`src/rtl/tap_ctrl_ir.sv`:
```
// IEEE 1149.1 TAP controller with instruction register, IDCODE and bypass
// data registers, and strobes for an external boundary-scan register.
module tap_ctrl_ir #(
  parameter int                    IR_WIDTH   = 4,
  parameter logic [31:0]           IDCODE_VAL = 32'h1000_0001,
  parameter logic [IR_WIDTH-1:0]   OP_EXTEST  = IR_WIDTH'(0),
  parameter logic [IR_WIDTH-1:0]   OP_SAMPLE  = IR_WIDTH'(1),
  parameter logic [IR_WIDTH-1:0]   OP_IDCODE  = IR_WIDTH'(2)
) (
  input  logic                tck,
  input  logic                trst,
  input  logic                tms,
  input  logic                tdi,
  input  logic                bsr_tdo,
  output logic                clockdr,
  output logic                shiftdr,
  output logic                updatedr,
  output logic                clockir,
  output logic                shiftir,
  output logic                updateir,
  output logic                select,
  output logic                bs_en,
  output logic                tdo,
  output logic                tdo_en,
  output logic [IR_WIDTH-1:0] instr,
  output logic [3:0]          tap_state
);

  typedef enum logic [3:0] {
    TLR      = 4'hF, RTI      = 4'hC,
    SEL_DR   = 4'h7, CAP_DR   = 4'h6, SH_DR   = 4'h2, EX1_DR  = 4'h1,
    PAUSE_DR = 4'h3, EX2_DR   = 4'h0, UPD_DR  = 4'h5,
    SEL_IR   = 4'h4, CAP_IR   = 4'hE, SH_IR   = 4'hA, EX1_IR  = 4'h9,
    PAUSE_IR = 4'hB, EX2_IR   = 4'h8, UPD_IR  = 4'hD
  } state_t;

  state_t              state, state_nxt;
  logic [IR_WIDTH-1:0] ir_sr;
  logic [31:0]         id_sr;
  logic                byp_sr;
  logic                sel_id, sel_bsr;

  always_comb begin
    state_nxt = state;
    case (state)
      TLR:      state_nxt = tms ? TLR    : RTI;
      RTI:      state_nxt = tms ? SEL_DR : RTI;
      SEL_DR:   state_nxt = tms ? SEL_IR : CAP_DR;
      CAP_DR:   state_nxt = tms ? EX1_DR : SH_DR;
      SH_DR:    state_nxt = tms ? EX1_DR : SH_DR;
      EX1_DR:   state_nxt = tms ? UPD_DR : PAUSE_DR;
      PAUSE_DR: state_nxt = tms ? EX2_DR : PAUSE_DR;
      EX2_DR:   state_nxt = tms ? UPD_DR : SH_DR;
      UPD_DR:   state_nxt = tms ? SEL_DR : RTI;
      SEL_IR:   state_nxt = tms ? TLR    : CAP_IR;
      CAP_IR:   state_nxt = tms ? EX1_IR : SH_IR;
      SH_IR:    state_nxt = tms ? EX1_IR : SH_IR;
      EX1_IR:   state_nxt = tms ? UPD_IR : PAUSE_IR;
      PAUSE_IR: state_nxt = tms ? EX2_IR : PAUSE_IR;
      EX2_IR:   state_nxt = tms ? UPD_IR : SH_IR;
      UPD_IR:   state_nxt = tms ? SEL_DR : RTI;
      default:  state_nxt = TLR;
    endcase
  end

  always_ff @(posedge tck or posedge trst) begin
    if (trst) state <= TLR;
    else      state <= state_nxt;
  end

  // instr is forced to IDCODE both while in TLR and on the edge entering it,
  // so a five-TMS=1 escape leaves IDCODE active as soon as TLR is reached.
  always_ff @(posedge tck or posedge trst) begin
    if (trst) begin
      ir_sr <= '0;
      instr <= OP_IDCODE;
    end else begin
      if (state == CAP_IR)     ir_sr <= IR_WIDTH'(2'b01);
      else if (state == SH_IR) ir_sr <= {tdi, ir_sr[IR_WIDTH-1:1]};
      if (state == TLR || state_nxt == TLR) instr <= OP_IDCODE;
      else if (state == UPD_IR)             instr <= ir_sr;
    end
  end

  assign sel_id  = (instr == OP_IDCODE);
  assign sel_bsr = !sel_id && (instr == OP_EXTEST || instr == OP_SAMPLE);

  always_ff @(posedge tck or posedge trst) begin
    if (trst) begin
      id_sr  <= '0;
      byp_sr <= 1'b0;
    end else if (state == CAP_DR) begin
      if (sel_id)        id_sr  <= IDCODE_VAL | 32'd1;
      else if (!sel_bsr) byp_sr <= 1'b0;
    end else if (state == SH_DR) begin
      if (sel_id)        id_sr  <= {tdi, id_sr[31:1]};
      else if (!sel_bsr) byp_sr <= tdi;
    end
  end

  assign clockdr   = (state == CAP_DR) || (state == SH_DR);
  assign shiftdr   = (state == SH_DR);
  assign updatedr  = (state == UPD_DR);
  assign clockir   = (state == CAP_IR) || (state == SH_IR);
  assign shiftir   = (state == SH_IR);
  assign updateir  = (state == UPD_IR);
  assign select    = (state == SEL_IR) || (state == CAP_IR) || (state == SH_IR) ||
                     (state == EX1_IR) || (state == PAUSE_IR) || (state == EX2_IR) ||
                     (state == UPD_IR);
  assign tdo_en    = shiftdr || shiftir;
  assign bs_en     = (instr == OP_EXTEST);
  assign tap_state = state;

  always_comb begin
    tdo = 1'b0;
    if (shiftir)      tdo = ir_sr[0];
    else if (shiftdr) tdo = sel_id ? id_sr[0] : (sel_bsr ? bsr_tdo : byp_sr);
  end

endmodule

```
`config.mk`:
```
export PLATFORM = sky130hd
export DESIGN_NAME = tap_ctrl_ir
export DESIGN_NICKNAME = d
export VERILOG_FILES = /design/src/rtl/tap_ctrl_ir.sv
export SDC_FILE = /design/constraint.sdc
export NUM_CORES = 1
export LEC_CHECK = 0
export BUFFER_PORTS_ARGS = -buffer_cell sky130_fd_sc_hd__buf_2
export CORE_ASPECT_RATIO = 0.7
export CORE_MARGIN = 2
export CORE_UTILIZATION = 42
export DETAILED_ROUTE_END_ITERATION = 10
export GPL_TIMING_DRIVEN = 0
export HOLD_SLACK_MARGIN = 0.06
export PLACE_DENSITY = 0.59
export SLEW_MARGIN = 20
export SYNTH_ARGS = -nofsm -noshare
export SYNTH_HDL_FRONTEND = slang
export SYNTH_SLANG_ARGS = --single-unit
```
`constraint.sdc`:
```
create_clock -name tck -period 3.95 [get_ports tck]
set_input_delay 0.395 -clock tck [delete_from_list [all_inputs] [get_ports tck]]
set_output_delay 0.395 -clock tck [all_outputs]
set_load 0.02 [all_outputs]
```
==> impl_metrics.json <==
{
  "synth_most_common_cell": "sky130_fd_sc_hd__dfrtp_1",
  "netlist_area_um2": 2260,
  "io_buffers": 22,
  "synth-seq-cells": 45,
  "hpwlAfterDp_um": 2890,
  "slew_violations": 0,
  "rsz_0062_raised_after_global_routing": "no",
  "ys_async_sr_fraction_pct": 100,
  "antenna_cells_inserted": 0,
  "synthTopCellsByArea": "sky130_fd_sc_hd__dfrtp_1, sky130_fd_sc_hd__mux2_4, sky130_fd_sc_hd__nor2b_1",
  "maximum_number_of_pins_on_one_net_before_global_route_repair": 26,
  "cp.required_ns": 3.56,
  "multi_input_gate_area_um2": 1020,
  "leakage_uw": 0.00137,
  "layout_min_cycle_time_ns": 2.36,
  "cts-htree-levels": 2,
  "grt_usage_pct": 15.4,
  "antenna_found_initial": 0,
  "cts-buffers-inserted": 5,
  "clockRootBuffer": "sky130_fd_sc_hd__clkbuf_8",
  "timing.max_cap.violations": 0,
  "critical_path.startpoint_type": "flip-flop",
  "vias": 1421,
  "postCtsResizedCells": 0,
  "floorplan.die.width_um": 91.7,
  "core_area_um2": 5200,
  "detail_route.vias_per_cell": 4.99,
  "post-route-util_pct": 50.4,
  "final.hold.worst_slack_ns": 0.114,
  "initial_core_util_pct": 43.4,
  "slew-limit-headroom_pct": 66.9,
  "number_of_enable_type_register_cells_in_the_synthesized_netlist": 0,
  "avgSynthCellArea_um2": 12.4,
  "clkTransAtPathRegs_ns": 0.09,
  "final_critical_path_setup_slack_ns": 1.59,
  "placementRows": 22,
  "crit_fanout": 10,
  "synthCells": 182,
  "grt_pass1_wl_um": 7190,
  "post_cts_hold_buffer_count": 0,
  "fmaxAchievable_mhz": 423,
  "detail_route.wl_per_cell_um": 14.3,
  "setup_tns_ns": 0,
  "post_cts.repair.setup_buffers": 0,
  "total_wire_length_after_detailed_routing_um": 4080,
  "synth_largest_area_cell": "sky130_fd_sc_hd__dfrtp_1",
  "worst_ir_drop_on_vdd_v": 0.000256,
  "drc_errors": 0,
  "detailedRoute.firstPassIterationCount": 4,
  "drive_above_1_share_pct": 37.1,
  "synth.yosys.warnings": 0,
  "crit_path_cell_trace": "buf_2 -> buf_1 -> a21boi_0 -> o21ai_0 -> buf_2",
  "worstHoldPathType": "in -> async",
  "clk-insertion-delay-late_ns": 0.30,
  "timing_hold_violations_final": 0,
  "tritoncts": "done",
  "synth_nets": 187,
  "timing.critical_path.mode_cell": "sky130_fd_sc_hd__buf_2",
  "drt-initial-drc-count": 51,
  "placement.cell_area_um2": 2490,
  "outcome": "completed",
  "power_density_nw_per_um2": 650,
  "synthDistinctLibCells": 38,
  "clock_path_buffers": 2,
  "areaGrowthSynthToFinish_pct": 16.0,
  "synthFlopType": "sky130_fd_sc_hd__dfrtp_1",
  "fin_crit_sh_pct": 59.8,
  "final_cell_area_um2": 2620,
  "critical_path_class": "reg -> out",
  "synth.top_cells.by_count": "sky130_fd_sc_hd__dfrtp_1, sky130_fd_sc_hd__nor2b_1, sky130_fd_sc_hd__mux2_4",
  "drtAntennaViolNets": 0,
  "seq_area_frac_synth_pct": 50.1,
  "worst_path_largest_cell_delay_ns": 0.57,
  "clock_sinks": 45,
  "worst_ep_arrival_time_ns": 1.97,
  "final.setup_skew_ns": 0.00960,
  "tightestPinTransition_ns": 0.495,
  "overall_overflow_remaining_after_global_route": 0,
  "die_height_um": 65.4,
  "worst-r2r-cell-count": 5,
  "fp.dieArea_um2": 5990,
  "post-synth-top-area-fraction_pct": 44.3,
  "num-nets-final": 217,
  "area.sequential_um2": 1130,
  "worst_setup_path_end_kind": "output port",
  "io_pins": 23,
  "finalWeightedCongestion": 0.843,
  "cpMaxStageDelayCell": "sky130_fd_sc_hd__dfstp_2",
  "pre_cts_slack_ns": 1.90,
  "timing.final.setup_violations": 0,
  "via_count_of_the_first_global_routing_pass": 1456,
  "n_fill_cell": 465
}
sequential cells by signal, summed over array words and instances (netlist names):
register / cells
tap_state: 4
id_sr: 32
byp_sr: 1
instr: 4
ir_sr: 4
cells in the final DEF (no fill, tap or decap), types with 5 or more instances in the layout:
cell type and count:
sky130_fd_sc_hd__inv_1 8, sky130_fd_sc_hd__nor2b_1 31, sky130_fd_sc_hd__nor2_1 11, sky130_fd_sc_hd__buf_2 24, sky130_fd_sc_hd__clkbuf_8 5, sky130_fd_sc_hd__mux2_4 28, sky130_fd_sc_hd__mux2i_1 5, sky130_fd_sc_hd__dfrtp_1 40
sky130_fd_sc_hd__dfstp_2 5
critical path: cells and delay by family, from the launching register on:
kind | cells | cell delay [ns]
buffers and inverters | 3 | 0.78
DFF | 1 | 0.57
AOI/OAI and AO/OA | 2 | 0.31
where the power goes:
part,total (µW),switching [µW],internal [µW]
Clock,405,153,251
Sequential,652,86.4,565
Combinational,646,389,257
layout make-up:
class	instances	area share, %
buffer	11	2.67
timing repair buffer	23	5.25
clock inverter	3	2.48
tap	72	3.44
inverter	9	1.29
sequential	45	43.2
multi-input combinational	117	39.0
clock buffer	5	2.63
final timing paths:
path                                endpoint    startpoint  slack (ns)
worst min register to register        byp_sr        byp_sr        0.51
max in group asynchronous       tap_state[0]          trst        3.27
worst max register to register     id_sr[17]  tap_state[1]        2.18
min in group tck                tap_state[1]           tms        0.32
worst max-delay path                  select  tap_state[2]        1.59
worst min-delay path                id_sr[3]          trst        0.11
through the flow:
step	cells	power, µW
final	285	1700
after global routing	285	1820
after CTS	285	1720
after detailed placement	277	1310
after global placement	276	1280
after floorplan	182	1120
metal layers:
layer / wire length [µm] / GRT usage, %
met1: 2170 / 23.0
met2: 1710 / 21.9
met3: 167 / 4.13
met4: 32 / 4.55
met5: 0 / 0
logic make-up (layout without fill, tap and decap cells):
group                  Yosys count  count (layout)  share of synthesized area [%]
and+or+nand+nor                 60              60                           16.1
buffers and inverters           20              51                           4.60
muxes                           36              36                           22.3
AOI/OAI and AO/OA               21              21                           6.87
DFF                             45              45                           50.1
No activity file was read; power rests on OpenSTA's default activity.
